==> config.mk <==
export PLATFORM = sky130hd
export DESIGN_NAME = ace_trs_classifier
export DESIGN_NICKNAME = d
export VERILOG_FILES = /design/src/rtl/ace_pkg.sv /design/src/rtl/ace_trs_fifo.sv /design/src/rtl/ace_trs_classifier.sv
export SDC_FILE = /design/constraint.sdc
export NUM_CORES = 1
export LEC_CHECK = 0
export CAP_MARGIN = 25
export CELL_PAD_IN_SITES_DETAIL_PLACEMENT = 1
export CELL_PAD_IN_SITES_GLOBAL_PLACEMENT = 2
export CORE_MARGIN = 10
export CORE_UTILIZATION = 41
export CTS_BUF_LIST = sky130_fd_sc_hd__clkbuf_8 sky130_fd_sc_hd__clkbuf_16
export DETAILED_ROUTE_END_ITERATION = 8
export PLACE_DENSITY_LB_ADDON = 0.1
export SYNTH_ARGS = -nofsm -noshare
export SYNTH_HDL_FRONTEND = slang
export SYNTH_HIERARCHICAL = 1
export SYNTH_SLANG_ARGS = --single-unit
==> constraint.sdc <==
create_clock -name clk_i -period 7.6 [get_ports clk_i]
set_input_delay 1.14 -clock clk_i [delete_from_list [all_inputs] [get_ports clk_i]]
set_output_delay 1.14 -clock clk_i [all_outputs]
set_load 0.01 [all_outputs]
==> src/rtl/ace_pkg.sv <==
// ace_pkg -- shared ACE definitions for the CCU slave-port decode.
//
// Holds the raw AMBA ACE sideband types (snoop, domain, barrier), the
// extended transaction class enum ace_trs_ext_t, and the pure decode
// functions that turn AR/AW sideband fields into a class.
package ace_pkg;

  typedef logic [3:0] arsnoop_t;
  typedef logic [2:0] awsnoop_t;
  typedef logic [1:0] domain_t;
  typedef logic [1:0] bar_t;

  typedef enum logic [4:0] {
    TRS_READ_NO_SNOOP         = 5'd0,
    TRS_READ_ONCE             = 5'd1,
    TRS_READ_SHARED           = 5'd2,
    TRS_READ_CLEAN            = 5'd3,
    TRS_READ_NOT_SHARED_DIRTY = 5'd4,
    TRS_READ_UNIQUE           = 5'd5,
    TRS_CLEAN_UNIQUE          = 5'd6,
    TRS_MAKE_UNIQUE           = 5'd7,
    TRS_CLEAN_SHARED          = 5'd8,
    TRS_CLEAN_INVALID         = 5'd9,
    TRS_MAKE_INVALID          = 5'd10,
    TRS_DVM_COMPLETE          = 5'd11,
    TRS_DVM_MESSAGE           = 5'd12,
    TRS_WRITE_NO_SNOOP        = 5'd13,
    TRS_WRITE_UNIQUE          = 5'd14,
    TRS_WRITE_LINE_UNIQUE     = 5'd15,
    TRS_WRITE_CLEAN           = 5'd16,
    TRS_WRITE_BACK            = 5'd17,
    TRS_EVICT                 = 5'd18,
    TRS_WRITE_EVICT           = 5'd19,
    TRS_BARRIER               = 5'd20,
    TRS_ILLEGAL               = 5'd21
  } ace_trs_ext_t;

  localparam int unsigned NumTrsTypes = 22;

  // Non-shareable (00) and system (11) domains never need snooping.
  function automatic logic domain_no_snoop(domain_t domain);
    return (domain == 2'b00) || (domain == 2'b11);
  endfunction

  // Barrier bit takes precedence over whatever the snoop field says.
  function automatic ace_trs_ext_t decode_ar(arsnoop_t snoop, domain_t domain, bar_t bar);
    ace_trs_ext_t t;
    if (bar[0]) begin
      t = TRS_BARRIER;
    end else begin
      unique case (snoop)
        4'b0000: t = domain_no_snoop(domain) ? TRS_READ_NO_SNOOP : TRS_READ_ONCE;
        4'b0001: t = TRS_READ_SHARED;
        4'b0010: t = TRS_READ_CLEAN;
        4'b0011: t = TRS_READ_NOT_SHARED_DIRTY;
        4'b0111: t = TRS_READ_UNIQUE;
        4'b1011: t = TRS_CLEAN_UNIQUE;
        4'b1100: t = TRS_MAKE_UNIQUE;
        4'b1000: t = TRS_CLEAN_SHARED;
        4'b1001: t = TRS_CLEAN_INVALID;
        4'b1101: t = TRS_MAKE_INVALID;
        4'b1110: t = TRS_DVM_COMPLETE;
        4'b1111: t = TRS_DVM_MESSAGE;
        default: t = TRS_ILLEGAL;
      endcase
    end
    return t;
  endfunction

  function automatic ace_trs_ext_t decode_aw(awsnoop_t snoop, domain_t domain, bar_t bar);
    ace_trs_ext_t t;
    if (bar[0]) begin
      t = TRS_BARRIER;
    end else begin
      unique case (snoop)
        3'b000:  t = domain_no_snoop(domain) ? TRS_WRITE_NO_SNOOP : TRS_WRITE_UNIQUE;
        3'b001:  t = TRS_WRITE_LINE_UNIQUE;
        3'b010:  t = TRS_WRITE_CLEAN;
        3'b011:  t = TRS_WRITE_BACK;
        3'b100:  t = TRS_EVICT;
        3'b101:  t = TRS_WRITE_EVICT;
        default: t = TRS_ILLEGAL;
      endcase
    end
    return t;
  endfunction

endpackage

==> src/rtl/ace_trs_fifo.sv <==
// ace_trs_fifo -- synchronous-reset FIFO carrying classified requests.
//
// Parameters: Depth (entries, >=1), T (entry type).
// Ports:
//   clk_i, rst_i       clock, synchronous active-high reset
//   push_i, data_i     write request (ignored while full, even with a pop)
//   full_o             count == Depth
//   pop_i              read request (ignored while empty)
//   valid_o, data_o    head entry; data_o holds its last value when empty
//
// The head is kept in a dedicated register so the output is glitch-free,
// resets to zero and keeps its previous contents once the FIFO drains.
module ace_trs_fifo import ace_pkg::*; #(
  parameter int unsigned Depth = 4,
  parameter type         T     = logic
) (
  input  logic clk_i,
  input  logic rst_i,
  input  logic push_i,
  input  T     data_i,
  output logic full_o,
  input  logic pop_i,
  output logic valid_o,
  output T     data_o
);

  localparam int unsigned PtrW = (Depth > 1) ? $clog2(Depth) : 1;
  localparam int unsigned CntW = $clog2(Depth + 1);

  T                mem_q [Depth];
  logic [PtrW-1:0] wptr_q, wptr_d;
  logic [PtrW-1:0] rptr_q, rptr_d;
  logic [CntW-1:0] cnt_q, cnt_d;
  T                head_q, head_d;
  logic            push_en, pop_en;

  function automatic logic [PtrW-1:0] ptr_inc(logic [PtrW-1:0] p);
    return (p == PtrW'(Depth - 1)) ? '0 : p + PtrW'(1);
  endfunction

  assign full_o  = (cnt_q == CntW'(Depth));
  assign valid_o = (cnt_q != '0);
  assign data_o  = head_q;

  always_comb begin
    push_en = push_i & ~full_o;
    pop_en  = pop_i & valid_o;
    wptr_d  = push_en ? ptr_inc(wptr_q) : wptr_q;
    rptr_d  = pop_en ? ptr_inc(rptr_q) : rptr_q;
    cnt_d   = cnt_q;
    unique case ({push_en, pop_en})
      2'b10:   cnt_d = cnt_q + CntW'(1);
      2'b01:   cnt_d = cnt_q - CntW'(1);
      default: cnt_d = cnt_q;
    endcase
    // If nothing older survives this cycle's pop, the pushed entry becomes
    // the head directly; otherwise the head is the stored slot at rptr_d.
    head_d = head_q;
    if (push_en && (cnt_q == CntW'(pop_en))) begin
      head_d = data_i;
    end else if (cnt_d != '0) begin
      head_d = mem_q[rptr_d];
    end
  end

  always_ff @(posedge clk_i) begin
    if (rst_i) begin
      wptr_q <= '0;
      rptr_q <= '0;
      cnt_q  <= '0;
      head_q <= '0;
    end else begin
      wptr_q <= wptr_d;
      rptr_q <= rptr_d;
      cnt_q  <= cnt_d;
      head_q <= head_d;
    end
  end

  // Storage is not reset; occupancy is tracked by the pointers alone.
  always_ff @(posedge clk_i) begin
    if (push_en) begin
      mem_q[wptr_q] <= data_i;
    end
  end

endmodule

==> src/rtl/ace_trs_classifier.sv <==
// ace_trs_classifier -- ACE AR/AW transaction classifier for the CCU slave port.
//
// Decodes snoop/domain/barrier sideband of both address channels into the
// extended ACE class set, merges the channels with a round-robin arbiter and
// presents one buffered valid/ready classified-request stream.
//
// Optional feature macro: ACE_TRS_STATS_EN adds per-class saturating counters
// (clr_cnt_i, cnt_o). Without it those ports and counters do not exist.
//
// Ports:
//   clk_i, rst_i                      clock, synchronous active-high reset
//   ar_valid_i/ar_ready_o, ar_addr_i, ar_id_i, ar_snoop_i, ar_domain_i, ar_bar_i
//   aw_valid_i/aw_ready_o, aw_addr_i, aw_id_i, aw_snoop_i, aw_domain_i, aw_bar_i
//   trs_valid_o/trs_ready_i           classified-request handshake
//   trs_type_o, trs_addr_o, trs_id_o  class, address, ID of head request
//   trs_write_o, trs_illegal_o        came from AW; reserved encoding seen
//   clr_cnt_i, cnt_o                  (ACE_TRS_STATS_EN only) counter clear / values
module ace_trs_classifier import ace_pkg::*; #(
  parameter int unsigned AddrWidth = 64,
  parameter int unsigned IdWidth   = 4,
  parameter int unsigned Depth     = 4,
  parameter int unsigned CntWidth  = 16
) (
  input  logic                 clk_i,
  input  logic                 rst_i,
  input  logic                 ar_valid_i,
  output logic                 ar_ready_o,
  input  logic [AddrWidth-1:0] ar_addr_i,
  input  logic [IdWidth-1:0]   ar_id_i,
  input  arsnoop_t             ar_snoop_i,
  input  domain_t              ar_domain_i,
  input  bar_t                 ar_bar_i,
  input  logic                 aw_valid_i,
  output logic                 aw_ready_o,
  input  logic [AddrWidth-1:0] aw_addr_i,
  input  logic [IdWidth-1:0]   aw_id_i,
  input  awsnoop_t             aw_snoop_i,
  input  domain_t              aw_domain_i,
  input  bar_t                 aw_bar_i,
`ifdef ACE_TRS_STATS_EN
  input  logic                          clr_cnt_i,
  output logic [NumTrsTypes*CntWidth-1:0] cnt_o,
`endif
  output logic                 trs_valid_o,
  input  logic                 trs_ready_i,
  output logic [4:0]           trs_type_o,
  output logic [AddrWidth-1:0] trs_addr_o,
  output logic [IdWidth-1:0]   trs_id_o,
  output logic                 trs_write_o,
  output logic                 trs_illegal_o
);

  typedef struct packed {
    ace_trs_ext_t         typ;
    logic [AddrWidth-1:0] addr;
    logic [IdWidth-1:0]   id;
    logic                 write;
    logic                 illegal;
  } entry_t;

  ace_trs_ext_t ar_type, aw_type;
  entry_t       ar_entry, aw_entry, push_entry, head;
  logic         grant_ar, grant_aw;
  logic         full, push, pop;
  // 0: AR wins a tie, 1: AW wins a tie.
  logic         prio_aw_q, prio_aw_d;

  always_comb begin
    ar_type  = decode_ar(ar_snoop_i, ar_domain_i, ar_bar_i);
    aw_type  = decode_aw(aw_snoop_i, aw_domain_i, aw_bar_i);
    ar_entry = '{typ: ar_type, addr: ar_addr_i, id: ar_id_i, write: 1'b0,
                 illegal: (ar_type == TRS_ILLEGAL)};
    aw_entry = '{typ: aw_type, addr: aw_addr_i, id: aw_id_i, write: 1'b1,
                 illegal: (aw_type == TRS_ILLEGAL)};
  end

  // Grant is a function of valids and the tie pointer only; readiness then
  // adds FIFO space. Reset gates ready so no handshake completes in that cycle.
  always_comb begin
    grant_ar   = ar_valid_i & (~aw_valid_i | ~prio_aw_q);
    grant_aw   = aw_valid_i & (~ar_valid_i |  prio_aw_q);
    ar_ready_o = grant_ar & ~full & ~rst_i;
    aw_ready_o = grant_aw & ~full & ~rst_i;
    push       = ar_ready_o | aw_ready_o;
    push_entry = grant_aw ? aw_entry : ar_entry;
    // The pointer only flips on a contested grant that was actually taken.
    prio_aw_d  = (ar_valid_i & aw_valid_i & push) ? ~prio_aw_q : prio_aw_q;
  end

  always_ff @(posedge clk_i) begin
    if (rst_i) begin
      prio_aw_q <= 1'b0;
    end else begin
      prio_aw_q <= prio_aw_d;
    end
  end

  assign pop = trs_valid_o & trs_ready_i;

  ace_trs_fifo #(
    .Depth (Depth),
    .T     (entry_t)
  ) u_fifo (
    .clk_i   (clk_i),
    .rst_i   (rst_i),
    .push_i  (push),
    .data_i  (push_entry),
    .full_o  (full),
    .pop_i   (pop),
    .valid_o (trs_valid_o),
    .data_o  (head)
  );

  assign trs_type_o    = head.typ;
  assign trs_addr_o    = head.addr;
  assign trs_id_o      = head.id;
  assign trs_write_o   = head.write;
  assign trs_illegal_o = head.illegal;

`ifdef ACE_TRS_STATS_EN
  logic [CntWidth-1:0] cnt_q [NumTrsTypes];
  logic [CntWidth-1:0] cnt_d [NumTrsTypes];

  // Saturating increment of the accepted class; clear overrides increment.
  always_comb begin
    for (int i = 0; i < NumTrsTypes; i++) begin
      cnt_d[i] = cnt_q[i];
      if (clr_cnt_i) begin
        cnt_d[i] = '0;
      end else if (push && (push_entry.typ == ace_trs_ext_t'(i)) && (cnt_q[i] != '1)) begin
        cnt_d[i] = cnt_q[i] + CntWidth'(1);
      end
    end
  end

  always_ff @(posedge clk_i) begin
    for (int i = 0; i < NumTrsTypes; i++) begin
      if (rst_i) begin
        cnt_q[i] <= '0;
      end else begin
        cnt_q[i] <= cnt_d[i];
      end
    end
  end

  for (genvar g = 0; g < NumTrsTypes; g++) begin : g_cnt_out
    assign cnt_o[g*CntWidth +: CntWidth] = cnt_q[g];
  end
`endif

endmodule

---- Word level (Yosys, flattened, before mapping) ----
Memories as Yosys holds them, arrays and structs flattened.
Cells that the tools add are included.
word-level totals
  register bits ........................... 83
  word-level logic and storage cells ...... 84
  memories ................................ 1
  bits in writable memories ............... 300
  input port bits ......................... 156
cells by class
  bitwise gates (word level) .............. 19
  eq/ne operators ......................... 26
  reductions and logical operators ........ 10
  add/subtract/negate cells ............... 4
  muxes and demuxes ....................... 15
memories
  memory        depth  width  rd ports  clocked after memory_dff  wr ports  line                text
  u_fifo.mem_q  4      75     1         0                         1         ace_trs_fifo.sv:30  T mem_q [Depth];
operator list
  kind                                                              number
  75-bit two-way mux                                                3
  5-bit one-hot mux with 12 select lines                            1
  5-bit one-hot mux with 6 select lines                             1
  4-bit == test (second input constant)                             7
  1-bit AND                                                         11
  2-bit == test (second input constant)                             5
  5-bit == test (second input constant)                             2
  5-bit two-way mux                                                 2
  3-bit == test (second input constant)                             3
  4-bit by 2-bit == test with 1-bit output (second input constant)  2
  2-bit two-way mux                                                 4
  3-bit by 2-bit == test with 1-bit output (second input constant)  2
  3-bit one-hot mux with 2 select lines                             1
  3-bit nonzero test                                                2
  1-bit inverter                                                    5
  2-bit by 1-bit adder with 2-bit output (second input constant)    2
  4-bit by 1-bit == test with 1-bit output (second input constant)  1
  4-bit by 3-bit == test with 1-bit output (second input constant)  1
  2-bit logical NOT                                                 2
  4-bit logical NOT                                                 1
  3-bit by 1-bit adder with 3-bit output (second input constant)    1
  3-bit by 1-bit == test with 1-bit output                          1
  3-bit by 1-bit == test with 1-bit output (second input constant)  1
  3-bit logical NOT                                                 1
  7 further kinds                                                   12

---- Logic depth before layout (Yosys ltp) ----
  depth in word-level cells ............... 12
  mapped depth ............................ 19

---- Modules after synthesis ----
Netlist, hierarchy kept.
by module, submodules not included
  module              instances  area each (µm²)  cells an instance
  ace_trs_fifo        1          14585.2          871
  ace_trs_classifier  1          1179.9           269

---- Least setup slack after synthesis ----
No wires, ideal clock.
  path kind ............................... input-to-reg
  start point ............................. in ar_valid_i
  end point ............................... mem u_fifo/mem_q[3][0] (netlist bit) (enable)
  data arrival time ....................... 4036 ps
  data required time ...................... 7159 ps
  cell stages on the path ................. 6
  setup slack ............................. 3123 ps
  buffers on the path ..................... 0
  cells stage by stage .................... nand2b_1 -> nand2_2 -> nor3_1 -> or2_1 -> a21boi_0 -> and2_1
on the way
  cells in the longest elaborated chain, start to end .. 9
  elaborated cells between the ends (all ways) .. 12
RTL lines
  item                                     line                      text
  from (decl)                              ace_trs_classifier.sv:26  input logic ar_valid_i,
  1-bit inverter                           ace_trs_classifier.sv:81  grant_aw = aw_valid_i & (~ar_valid_i | prio_aw_q);
  1-bit bitwise OR                         ace_trs_classifier.sv:81
  1-bit AND                                ace_trs_classifier.sv:81
  1-bit AND (2 in a row)                   ace_trs_classifier.sv:83  aw_ready_o = grant_aw & ~full & ~rst_i;
  named net aw_ready_o                     ace_trs_classifier.sv:34  output logic aw_ready_o,
  1-bit bitwise OR                         ace_trs_classifier.sv:84  push = ar_ready_o | aw_ready_o;
  named net push                           ace_trs_classifier.sv:64  logic full, push, pop;
  1-bit AND                                ace_trs_fifo.sv:46        push_en = push_i & ~full_o;
  1-bit two-way mux                        ace_trs_fifo.sv:82        if (push_en) begin
  1-bit two-way mux (implied by the code)  ace_trs_fifo.sv:83        mem_q[wptr_q] <= data_i;
  to (decl)                                ace_trs_fifo.sv:30
The timed path passes the listed nets, and every way through them passes these cells.

---- Worst setup path in the final report ----
  start point ............................. in aw_valid_i
  end point ............................... reg u_fifo.head_q (netlist bit u_fifo/data_o[54])
on the way
  cells in the longest elaborated chain, start to end .. 11
  elaborated cells between the ends (all ways) .. 18
RTL lines
  item                                                                              line                      text
  from (decl)                                                                       ace_trs_classifier.sv:33  input logic aw_valid_i,
  1-bit inverter                                                                    ace_trs_classifier.sv:80  grant_ar = ar_valid_i & (~aw_valid_i | ~prio_aw_q);
  1-bit bitwise OR                                                                  ace_trs_classifier.sv:80
  1-bit AND                                                                         ace_trs_classifier.sv:80
  1-bit AND (2 in a row)                                                            ace_trs_classifier.sv:82  ar_ready_o = grant_ar & ~full & ~rst_i;
  1-bit bitwise OR (*)                                                              ace_trs_classifier.sv:84
  named net push                                                                    ace_trs_classifier.sv:64
  1-bit AND (*)                                                                     ace_trs_fifo.sv:46
  2-bit by 1-bit == test with 1-bit output / 2-bit == test (equally long branches)  ace_trs_fifo.sv:51        unique case ({push_en, pop_en})
  3-bit one-hot mux with 2 select lines                                             ace_trs_fifo.sv:51
  3-bit nonzero test                                                                ace_trs_fifo.sv:61        end else if (cnt_d != '0) begin
  2-bit nonzero test (no source line)                                               -
  to (signal assigned)                                                              ace_trs_fifo.sv:71        head_q <= '0;
  to (signal assigned)                                                              ace_trs_fifo.sv:76        head_q <= head_d;
  to (decl)                                                                         ace_trs_fifo.sv:34        T head_q, head_d;
Mark *: on every way through the listed nets, which the timed path passes. The rest lies on a longest branch.
A chain may end at the register's enable or synchronous reset.

==> impl_metrics.tcl <==
set metrics [dict create \
    clk-insertion-delay-late_ns 0.53 \
    fillers 3806 \
    hold_depth 2 \
    placedInstanceArea_sq_mm 0.01851 \
    rsz0062_at_grt "no" \
    crit_arrival_ns 6.03 \
    grt_max_degree 128 \
    p_sw_share_pct 31.62 \
    vdd_ir_drop_max_mv 0.2793 \
    synth-edff-count 300 \
    crit_top_cell "inv_1" \
    h-tree-depth 2 \
    cpMaxStageDelayCell "or4_4" \
    synthArstFlopShare_pct 0 \
    grt_pass1_wl_um 65030 \
    antenna_found_initial 0 \
    die_h_um 216.1 \
    p_sw_uw 2205 \
    slew_headroom_pct 36.06 \
    critPathTopFamily "buffers and inverters" \
    core_area_sq_mm 0.03784 \
    ys.flop_type "edfxtp_1" \
    vias 10333 \
    gp_congestion 0.6908 \
    ios 234 \
    yosysSeqAreaShare_pct 67.68 \
    ctsHoldBuffers 0 \
    max_cap_viol_count 0 \
    drc_errors 0 \
    fin_area_sq_mm 0.01981 \
    fmax_mhz 178.5 \
    p_leak_uw 0.007065 \
    setup_viol 0 \
    netlist_area_sq_mm 0.01577 \
    cp_max_fo 81 \
    clock_sinks 383 \
    start_util_pct 41.66 \
    num_rows 71 \
    dieArea_sq_mm 0.04669 \
    wirelength_um 42300 \
    end_kind "flop" \
    track_usage_pct 17.52 \
    grt_pass1_vias 11084 \
    antenna_cells 0 \
    seq_power_share_pct 38.7 \
    p_per_area_mw_per_mm2 352.0 \
    drt_first_pass_iters 6 \
    min_period_over_period_pct 73.72 \
    worstMarginPinSlew_ns 0.9591 \
    comb_power_share_pct 34.6 \
    post_cts_buffers 0 \
    slew_viol_final 0 \
    internal_power_uw 4768 \
    dr.first_iter.drc_count 801 \
    synth_nets 1303 \
    area_growth_pct 25.65 \
    hpwl_um 24830 \
    portBuffers 231 \
    clock_power_share_pct 26.7 \
    crit_cells 15 \
    cts_tree "done" \
    avgRoutedWirePerCell_um 22.35 \
    nNetsFinal 1512 \
    grt_overflow 0 \
    root_buffer "clkbuf_16" \
    cp-start-kind "primary input" \
    tns_ns 0 \
    via_per_inst 5.459 \
    hp-class "reg -> reg" \
    crit_path_max_incr_delay_ns 0.78 \
    syn_area_per_cell_sq_um 13.83 \
    clk_path_buf_depth 3 \
    die_width_um 216.1 \
    ant_nets 0 \
    synthCells 1140 \
    holdWs_ns 0.4968 \
    ctsResizeCount 0 \
    clk_pin_slew_ns 0.06 \
    path_cells "clkdlybuf4s50_1, nand2_4, nor3_1, or2_1, a21boi_0, inv_1, ha_1, inv_1, fa_1, nor2b_1, a22oi_1, or4_4, buf_4, nor2_1, a211oi_1" \
    synth_cell_types 46 \
    clock_skew_ns 0.01281 \
    cts_buffers 42 \
    cp.required_ns 8.03 \
    fin_crit_ns 5.603 \
    worst-r2r-cell-count 17 \
    drive_gt1_share_pct 16.86 \
    critPathBufInv 4 \
    crit_type "in -> reg" \
    status "complete, no violations" \
    finalHoldViolCount 0 \
    ys_seq_elements 383 \
    yosysWarnings 6 \
]
## stage by stage
stage,setup slack [ns],instances,utilization (%),power (uW)
6_report,1.997,1893,52.34,6973
5_1_grt,1.511,1893,52.34,7365
4_1_cts,1.958,1892,52.27,7043
3_5_place_dp,1.416,1815,48.92,5168
3_3_place_gp,1.593,1815,48.92,5116
2_1_floorplan,3.123,1140,-,4314
## kinds of logic (layout without fill, tap and decap cells)
| group | Yosys count | after routing | share of synthesized area, % |
|---|---|---|---|
| flops | 383 | 383 | 67.68 |
| simple gates | 325 | 325 | 8.294 |
| compound gates | 176 | 176 | 9.587 |
| mux | 153 | 153 | 10.90 |
| buf+inv | 90 | 332 | 2.587 |
| fa+ha+maj | 8 | 8 | 0.6667 |
| xor+xnor | 5 | 5 | 0.2778 |
## synth_stat cells (all sizes together), types with 2 or more instances
master | count | share of area [%]
ha | 6 | 0.48
o21ai | 4 | 0.13
mux2i | 3 | 0.19
nand2 | 209 | 5.0
nor3 | 4 | 0.13
o31ai | 2 | 0.18
nor4 | 2 | 0.079
a21oi | 6 | 0.19
nand2b | 3 | 0.12
nor2b | 4 | 0.16
dfxtp | 83 | 11
edfxtp | 300 | 57
nor2 | 89 | 2.1
or3 | 3 | 0.12
or2 | 2 | 0.079
buf | 33 | 1.2
a211oi | 77 | 3.7
a31o | 2 | 0.11
mux2 | 150 | 11
xor2 | 4 | 0.22
a222oi | 75 | 4.8
and2 | 6 | 0.24
clkbuf | 48 | 1.1
inv | 9 | 0.21
o21a | 2 | 0.095
## cells in the final DEF (no fill, tap or decap), types with 2 or more instances in the layout
master	instances
nand2_1	208
clkbuf_8	3
dfxtp_1	83
o21ai_0	4
buf_4	14
a31o_1	2
nand2b_1	3
inv_1	28
mux2_2	150
nor2_1	88
nor4_1	2
a21oi_1	6
ha_1	6
mux2i_1	2
o21a_1	2
edfxtp_1	300
and2_1	2
clkinv_2	4
and2_4	4
a222oi_1	75
nor2b_1	3
nor3_1	4
or3_1	3
a211oi_1	77
xor2_1	4
clkbuf_16	43
clkinv_1	5
clkdlybuf4s50_1	230
## power by group through the flow
stage / Combinational, uW / Clock (uW) / Sequential [uW]
global placement: 2380 / 0 / 2730
CTS: 2430 / 1910 / 2700
detailed placement: 2420 / 0 / 2740
global route: 2630 / 2000 / 2730
floorplan: 1520 / 0 / 2800
finish: 2410 / 1860 / 2700
## final timing paths
check	slack, ns	endpoint	start
worst max-delay path	2.00	u_fifo/data_o[54]	aw_valid_i
worst min-delay path	0.50	u_fifo/data_o[42]	u_fifo/data_o[42]
worst max register to register	2.34	u_fifo/data_o[54]	u_fifo/cnt_q[0]
worst min register to register	0.50	u_fifo/data_o[42]	u_fifo/data_o[42]
## per-layer routing
metal  up-vias  share of wire (%)  GRT usage (%)
met5         -                  0              0
met4         0                1.6          3.915
met3        47                5.8          3.705
met2       289                 48          29.79
met1      5212                 45          22.52
li1       4785                  -              -
## area by class of cell
| class | instances | area (sq um) | area share, % |
|---|---|---|---|
| flip-flops and latches | 383 | 10670 | 53.87 |
| multi-input cells | 667 | 4741 | 23.93 |
| repair buffers | 246 | 2455 | 12.39 |
| clock buffers | 46 | 1117 | 5.640 |
| well taps | 511 | 639.4 | 3.228 |
| clock inverters | 31 | 151.4 | 0.7643 |
| inverters | 9 | 35.03 | 0.1769 |
## tightest hold or removal path, cell delays in order, from the launching register on
cell and delay [ns]:
dfxtp_1 0.31, nor2_1 0.09, a211oi_1 0.05
## state kept, by name (all words and copies together), names as in the netlist
name,count
prio_aw_q,1
u_fifo/cnt_q,3
u_fifo/rptr_q,2
u_fifo/data_o,75
u_fifo/mem_q,300
u_fifo/wptr_q,2
(Power assumes the default switching activity.)
